`src/rtl/periph_bus_master.sv`:
```
// periph_bus_master: turns single commands into phased chip-select/strobe cycles on the peripheral bus.
// Defining PERIPH_BUS_MASTER_POLL_EN builds the poll command (repeat read until masked match).
module periph_bus_master #(
  parameter int unsigned SETUP_CYC  = 1,
  parameter int unsigned STROBE_CYC = 2,
  parameter int unsigned HOLD_CYC   = 1,
  parameter int unsigned POLL_MAX   = 1000
) (
  input  logic       clk,
  input  logic       reset_n,
  input  logic       cmd_valid,
  output logic       cmd_ready,
  input  logic [1:0] cmd_op,
  input  logic [3:0] cmd_addr,
  input  logic [7:0] cmd_wdata,
  input  logic [7:0] cmd_mask,
  output logic       rsp_valid,
  output logic [7:0] rsp_rdata,
  output logic       rsp_err,
  output logic       bus_cs_n,
  output logic       bus_rd_n,
  output logic       bus_wr_n,
  output logic [3:0] bus_addr,
  output logic [7:0] bus_wdata,
  input  logic [7:0] bus_rdata
);

  if (SETUP_CYC < 1 || SETUP_CYC > 15 || STROBE_CYC < 1 || STROBE_CYC > 15 ||
      HOLD_CYC < 1 || HOLD_CYC > 15 || POLL_MAX < 1 || POLL_MAX > 65535) begin : g_bad_param
    $error("periph_bus_master: timing parameter out of range");
  end

  typedef enum logic [2:0] {
    S_IDLE, S_SETUP, S_STROBE, S_HOLD, S_GAP, S_REJECT, S_DONE
  } state_e;

  localparam logic [1:0] OP_WRITE = 2'd0;
  localparam logic [1:0] OP_READ  = 2'd1;
  localparam logic [1:0] OP_POLL  = 2'd2;

  localparam logic [3:0] SETUP_LOAD  = 4'(SETUP_CYC - 1);
  localparam logic [3:0] STROBE_LOAD = 4'(STROBE_CYC - 1);
  localparam logic [3:0] HOLD_LOAD   = 4'(HOLD_CYC - 1);

  state_e     state_q;
  logic [3:0] cnt_q;
  logic [1:0] op_q;
  logic [7:0] rdata_q;
  logic       cmd_ready_q;
  logic       rsp_valid_q;
  logic [7:0] rsp_rdata_q;
  logic       rsp_err_q;
  logic       bus_cs_n_q;
  logic       bus_rd_n_q;
  logic       bus_wr_n_q;
  logic [3:0] bus_addr_q;
  logic [7:0] bus_wdata_q;

  logic       op_supported;
  logic       retry;
  logic       timeout;

`ifdef PERIPH_BUS_MASTER_POLL_EN
  logic [7:0]  expect_q;
  logic [7:0]  mask_q;
  logic [15:0] attempts_q;
  logic [15:0] attempts_d;

  always_comb begin
    op_supported = (cmd_op != 2'd3);
    retry        = (op_q == OP_POLL) && ((rdata_q & mask_q) != (expect_q & mask_q));
    timeout      = retry && (attempts_q == 16'(POLL_MAX));
    attempts_d   = attempts_q + 16'd1;
  end
`else
  always_comb begin
    op_supported = (cmd_op == OP_WRITE) || (cmd_op == OP_READ);
    retry        = 1'b0;
    timeout      = 1'b0;
  end
`endif

  always_ff @(posedge clk or negedge reset_n) begin
    if (!reset_n) begin
      state_q     <= S_IDLE;
      cnt_q       <= '0;
      op_q        <= OP_WRITE;
      rdata_q     <= '0;
      cmd_ready_q <= 1'b1;
      rsp_valid_q <= 1'b0;
      rsp_rdata_q <= '0;
      rsp_err_q   <= 1'b0;
      bus_cs_n_q  <= 1'b1;
      bus_rd_n_q  <= 1'b1;
      bus_wr_n_q  <= 1'b1;
      bus_addr_q  <= '0;
      bus_wdata_q <= '0;
`ifdef PERIPH_BUS_MASTER_POLL_EN
      expect_q    <= '0;
      mask_q      <= '0;
      attempts_q  <= '0;
`endif
    end else begin
      rsp_valid_q <= 1'b0;
      case (state_q)
        S_IDLE: begin
          if (cmd_valid && cmd_ready_q) begin
            cmd_ready_q <= 1'b0;
            op_q        <= cmd_op;
`ifdef PERIPH_BUS_MASTER_POLL_EN
            expect_q    <= cmd_wdata;
            mask_q      <= cmd_mask;
            attempts_q  <= '0;
`endif
            if (op_supported) begin
              state_q     <= S_SETUP;
              cnt_q       <= SETUP_LOAD;
              bus_cs_n_q  <= 1'b0;
              bus_addr_q  <= cmd_addr;
              bus_wdata_q <= (cmd_op == OP_WRITE) ? cmd_wdata : 8'h00;
            end else begin
              state_q <= S_REJECT;
            end
          end
        end
        S_SETUP: begin
          if (cnt_q == 4'd0) begin
            state_q <= S_STROBE;
            // Writes are never stretched: slaves count every strobed cycle as a new write.
            if (op_q == OP_WRITE) begin
              bus_wr_n_q <= 1'b0;
              cnt_q      <= 4'd0;
            end else begin
              bus_rd_n_q <= 1'b0;
              cnt_q      <= STROBE_LOAD;
            end
          end else begin
            cnt_q <= cnt_q - 4'd1;
          end
        end
        S_STROBE: begin
          if (cnt_q == 4'd0) begin
            bus_wr_n_q <= 1'b1;
            bus_rd_n_q <= 1'b1;
            if (op_q != OP_WRITE) begin
              rdata_q <= bus_rdata;
`ifdef PERIPH_BUS_MASTER_POLL_EN
              attempts_q <= attempts_d;
`endif
            end
            state_q <= S_HOLD;
            cnt_q   <= HOLD_LOAD;
          end else begin
            cnt_q <= cnt_q - 4'd1;
          end
        end
        S_HOLD: begin
          if (cnt_q == 4'd0) begin
            bus_cs_n_q  <= 1'b1;
            bus_wdata_q <= '0;
            if (retry && !timeout) begin
              state_q <= S_GAP;
            end else begin
              state_q     <= S_DONE;
              rsp_valid_q <= 1'b1;
              rsp_rdata_q <= (op_q == OP_WRITE) ? 8'h00 : rdata_q;
              rsp_err_q   <= timeout;
            end
          end else begin
            cnt_q <= cnt_q - 4'd1;
          end
        end
        S_GAP: begin
          state_q    <= S_SETUP;
          cnt_q      <= SETUP_LOAD;
          bus_cs_n_q <= 1'b0;
        end
        // One idle cycle so rejected ops answer two cycles after accept.
        S_REJECT: begin
          state_q     <= S_DONE;
          rsp_valid_q <= 1'b1;
          rsp_rdata_q <= 8'h00;
          rsp_err_q   <= 1'b1;
        end
        S_DONE: begin
          state_q     <= S_IDLE;
          cmd_ready_q <= 1'b1;
        end
        default: begin
          state_q     <= S_IDLE;
          cmd_ready_q <= 1'b1;
          bus_cs_n_q  <= 1'b1;
          bus_rd_n_q  <= 1'b1;
          bus_wr_n_q  <= 1'b1;
          bus_wdata_q <= '0;
        end
      endcase
    end
  end

  assign cmd_ready = cmd_ready_q;
  assign rsp_valid = rsp_valid_q;
  assign rsp_rdata = rsp_rdata_q;
  assign rsp_err   = rsp_err_q;
  assign bus_cs_n  = bus_cs_n_q;
  assign bus_rd_n  = bus_rd_n_q;
  assign bus_wr_n  = bus_wr_n_q;
  assign bus_addr  = bus_addr_q;
  assign bus_wdata = bus_wdata_q;

endmodule

```
`config.mk`:
```
export PLATFORM = sky130hd
export DESIGN_NAME = periph_bus_master
export DESIGN_NICKNAME = d
export VERILOG_FILES = /design/src/rtl/periph_bus_master.sv
export SDC_FILE = /design/constraint.sdc
export NUM_CORES = 1
export LEC_CHECK = 0
export ABC_AREA = 1
export BUFFER_PORTS_ARGS = -buffer_cell sky130_fd_sc_hd__buf_2
export CAP_MARGIN = 10
export CELL_PAD_IN_SITES_DETAIL_PLACEMENT = 2
export CELL_PAD_IN_SITES_GLOBAL_PLACEMENT = 2
export CORE_ASPECT_RATIO = 0.6
export CORE_MARGIN = 1
export CORE_UTILIZATION = 26
export DETAILED_ROUTE_END_ITERATION = 16
export PLACE_DENSITY_LB_ADDON = 0.1
export SETUP_SLACK_MARGIN = 0.05
export SKIP_LAST_GASP = 1
export SLEW_MARGIN = 0
export SYNTH_ARGS = -nofsm -noshare
export SYNTH_HDL_FRONTEND = slang
export SYNTH_SLANG_ARGS = --single-unit
```
`constraint.sdc`:
```
create_clock -name clk -period 1.64 [get_ports clk]
set_clock_uncertainty 0.15 [all_clocks]
set_input_delay 0.082 -clock clk [delete_from_list [all_inputs] [get_ports clk]]
set_output_delay 0.082 -clock clk [all_outputs]
set_load 0.01 [all_outputs]
```
==> impl_summary.md <==
Yosys
Among all flip-flop cells after synthesis, the most frequent one is dfrtp_1. The dominant combinational cell family by area after synthesis is simple AND/OR/NAND/NOR gates. A synthesized cell averages between 8 and 9 um^2. The count of different cell masters after synthesis is 25. The fraction of the mapped netlist area in compound gates is 0.0828. The area share of and/or/nand/nor cells after synthesis is 0.310. Of the total synthesized cell area, the portion taken by full adders, half adders and majority gates is 0.0119. Counting every net in the synthesized netlist gives 297. The number of instances in the synthesized netlist is approximately 260. The mapped netlist covers ~2100 um^2. The post-synthesis mux area share is 0. Of the total synthesized cell area, the portion taken by XOR and XNOR cells is 0.00417.

Of the synthesized area, sequential elements account for 0.515. Counting flops with a built-in enable in the synthesized netlist gives 0. After synthesis the netlist holds a flip-flop and latch count of 43.

The Yosys warning count is 0. In the synthesized netlist the async set-or-reset flop fraction comes to 1.00.

Floorplanning
The die outline area is between 8000 and 9000 um^2. From bottom edge to top edge, the die measures slightly above 70 um. For this design the top-level I/O count stands at 59. The initial core utilization is 0.279. The area of the placeable core is around 7500 um^2. The die is 118 um wide. In this run the core area contains 24 standard-cell rows.

Run status
The run finished with clean final reports.

Clocking
The library cell used as clock root buffer is clkbuf_16. The H-tree generated during clock tree synthesis spans 2 levels. The post-CTS clock slew at the launch and capture registers of the worst setup and hold paths is roughly 0.060 ns. TritonCTS created 5 clock buffers. The maximum number of buffers from clock root to sink is 2. TritonCTS built the clock tree. For this design, the sink count on the clock tree is 43.

The clock latency on the worst-skew pair is roughly 0.29 ns.

Worst setup path
STA puts the critical path data arrival time at about 1.7 ns. The start-to-end type of the worst setup path is reg2reg. The startpoint type of the worst setup path is a flop. The family with the most delay on the worst path is flip-flops. The end point of the critical path is cnt_q[3].

The startpoint identified for the worst register-to-register timing path is cmd_ready. The total buffers and inverters traversed by the critical path is 1. The critical path crosses 6 cells after its start point. The largest single stage delay on the critical path is approximately 0.54 ns. The slowest cell on the critical path is dfstp_2. For the worst setup path, the data required time is between 1.5 and 2 ns. The number of cells on the worst reg-to-reg path is 6. The critical path goes through nand2_2, o21ai_0, nand3_1, nand2_1, nand2_1, inv_1.

The worst setup path is captured at a flop. Of all nets on the critical path, the largest fanout is 3. The setup check on the worst reg-to-reg path leaves a slack of ~0.033 ns. The cell that appears most often on the critical path is nand2_1. The startpoint of the worst setup timing path is cmd_ready. The worst register-to-register path ends at cnt_q[3].

Power and ir drop
The analysis attributes to net switching a power of 3.04 mW. Of the total power, combinational logic draws 0.592. The fraction of power spent switching nets is 0.445.

The fraction of power consumed by sequential logic is 0.264. Internal power comes to between 3 and 4 mW. The design draws roughly 6.8 mW. Dividing total power by cell area gives a power density of roughly 2000 nW/um^2. Across the VDD grid, the largest voltage drop is around 0.00094 V. In this run the static leakage power is approximately 1.8 nW. The share of total power dissipated in the clock network is 0.144.

Finish
The final core utilization is 0.449. In the layout the commonest cells are 71 x nand2_1, 50 x buf_2, 37 x dfrtp_1, 28 x inv_1, 28 x buf_4. The fraction of layout instances using a drive strength above 1 is 0.409. At the end of the flow, the number of nets in the layout was between 400 and 500. The multi-input combinational cell area is approximately 1100 um^2. The footprint of the flip-flops and latches is between 1000 and 1500 um^2. The post-layout instance count excluding filler cells is 478. The antenna diode count is 0. The most frequent standard cell in the layout excluding fill and tap cells is nand2_1.

The count of fill cells added during filler insertion is ~840. From synthesis to final layout, the design area changed by 61.2%.

Min path
The classification of the worst-slack hold path is in2reg.

Placement
At the end of routability-driven placement, the weighted congestion stood at between 0.8 and 0.9. After detailed placement, the design holds a cell count of ~440. Detailed placement finished with a half-perimeter wire length of 5100 um.

The setup slack after placement is -0.194 ns. During placement, the flow inserted port buffers numbering 50.

Route
The detailed-route wire length per cell is 15.5 um. The detailed-route wire length is 7400 um. For this block, the via count after detailed routing is between 2000 and 2500. The detailed router's first-iteration violation count is 56. The detail route stage leaves a number of antenna-violating nets equal to 0.

In the routed design, unresolved DRC markers number 0. The average via count per standard cell is between 4 and 5. The iteration count of the initial detailed-routing pass is 4.

Global routing
The first-pass GRT wire length is roughly 12000 um. For this run, the total global-route usage over all layers was measured as 0.182. Global routing finished with a remaining overflow of 0. The largest net degree at the start of global routing is 44. The via count of the first global-routing pass is 2286. The number of antenna violations at the first check in global routing is 0.

STA
The post-route minimum period is 1.61 ns. Setup repair after global routing could not meet its margin everywhere. The share of the clock period used by the worst path after layout is 0.980. The count of final setup violators is 0. The number of slew-limit violations in the final report was 0. Derived from the worst setup path, the maximum achievable clock frequency is around 620 MHz. The final-report hold violation count is 0.

The actual transition at the worst max-transition pin is 0.440 ns. The post-layout worst setup margin is around 0.033 ns. The worst max-slew margin expressed relative to the limit is 0.703.

Flow run
The max capacitance violation total is 0.
==> how the worst min path moves through the flow <==
stage	slack (ns)	end	depth (start not counted)	from
floorplan	-0.36	bus_addr[0]	0	reset_n
global placement	-0.07	cnt_q[1]	2	reset_n
detailed placement	-0.07	cnt_q[1]	2	reset_n
CTS	0.006	bus_wdata[2]	5	cmd_wdata[2]
global route	0.05	bus_wdata[6]	5	cmd_wdata[6]
finish	0.008	bus_wdata[6]	5	cmd_wdata[6]
==> worst reg2reg max path: stages, from the launching register on <==
cell and delay (ns):
dfstp_2 0.54, nand2_2 0.10, o21ai_0 0.39, nand3_1 0.16, nand2_1 0.11, nand2_1 0.05, inv_1 0.04
==> cell usage after synthesis (2+ instances only) <==
library cell,count,share of area
nand2_1,79,0.14
dfrtp_1,39,0.46
nand3b_1,2,0.0071
nor2_2,3,0.0089
buf_2,2,0.0048
clkbuf_1,2,0.0036
ha_1,2,0.012
inv_2,3,0.0054
nor2_1,25,0.045
o31ai_1,8,0.029
nor3_4,2,0.015
dfstp_2,4,0.050
o21ai_0,17,0.041
inv_1,30,0.054
nand3_1,33,0.079
nand2_2,2,0.0060
==> metrics by stage <==
stage,hold WS [ns],setup TNS [ns],instance area [um^2]
6_report,0.00831,0,3380
5_1_grt,0.0515,-0.531,3380
4_1_cts,0.00611,0,3180
3_5_place_dp,-0.0700,-2.15,2700
3_3_place_gp,-0.0699,-1.62,2700
2_1_floorplan,-0.364,0,2100
==> area by class of cell <==
type / count / share of cell area
clock inverter: 2 / 0.00370
timing repair buffer: 110 / 0.238
multi-input combinational: 180 / 0.322
clock buffer: 6 / 0.0381
inverter: 33 / 0.0396
sequential: 43 / 0.320
tap: 104 / 0.0384
==> power by group through the flow <==
stage                     clock network [mW]  registers (mW)  logic, mW
after floorplan                            0            1.89       1.64
after global placement                     0            1.77       3.00
after detailed placement                   0            1.80       3.09
after CTS                               1.02            1.79       3.53
after global routing                    1.06            1.86       4.45
final                                  0.985            1.81       4.04
==> state kept, by name, indices dropped and copies added (netlist names) <==
register and count:
bus_addr 4, rsp_valid 1, op_q 2, rdata_q 8
bus_wr_n 1, rsp_err 1, bus_cs_n 1, rsp_rdata 8
state_q 3, bus_wdata 8, bus_rd_n 1, cnt_q 4
cmd_ready 1
==> metal layers <==
metal	GRT usage	wire, um	vias to the layer above
met5	0	0	-
met4	0.0342	61	0
met3	0.0390	182	6
met2	0.289	3370	27
met1	0.259	3790	1086
li1	-	-	1059
==> cell families after synthesis <==
logic type      count (synthesis)
flops                          43
xor+xnor                        1
buf+inv                        39
compound gates                 29
simple gates                  148
fa+ha+maj                       2
==> repair_timing <==
item | in CTS | in global routing
hold buffers | 19 | 0
endpoints found under the setup margin | 40 | 38
endpoints found under the hold margin | 61 | 0
setup buffers | 5 | 4
gates resized for setup | 29 | 47
pin swaps | 8 | 17
No activity file was read; power rests on OpenSTA's default activity.
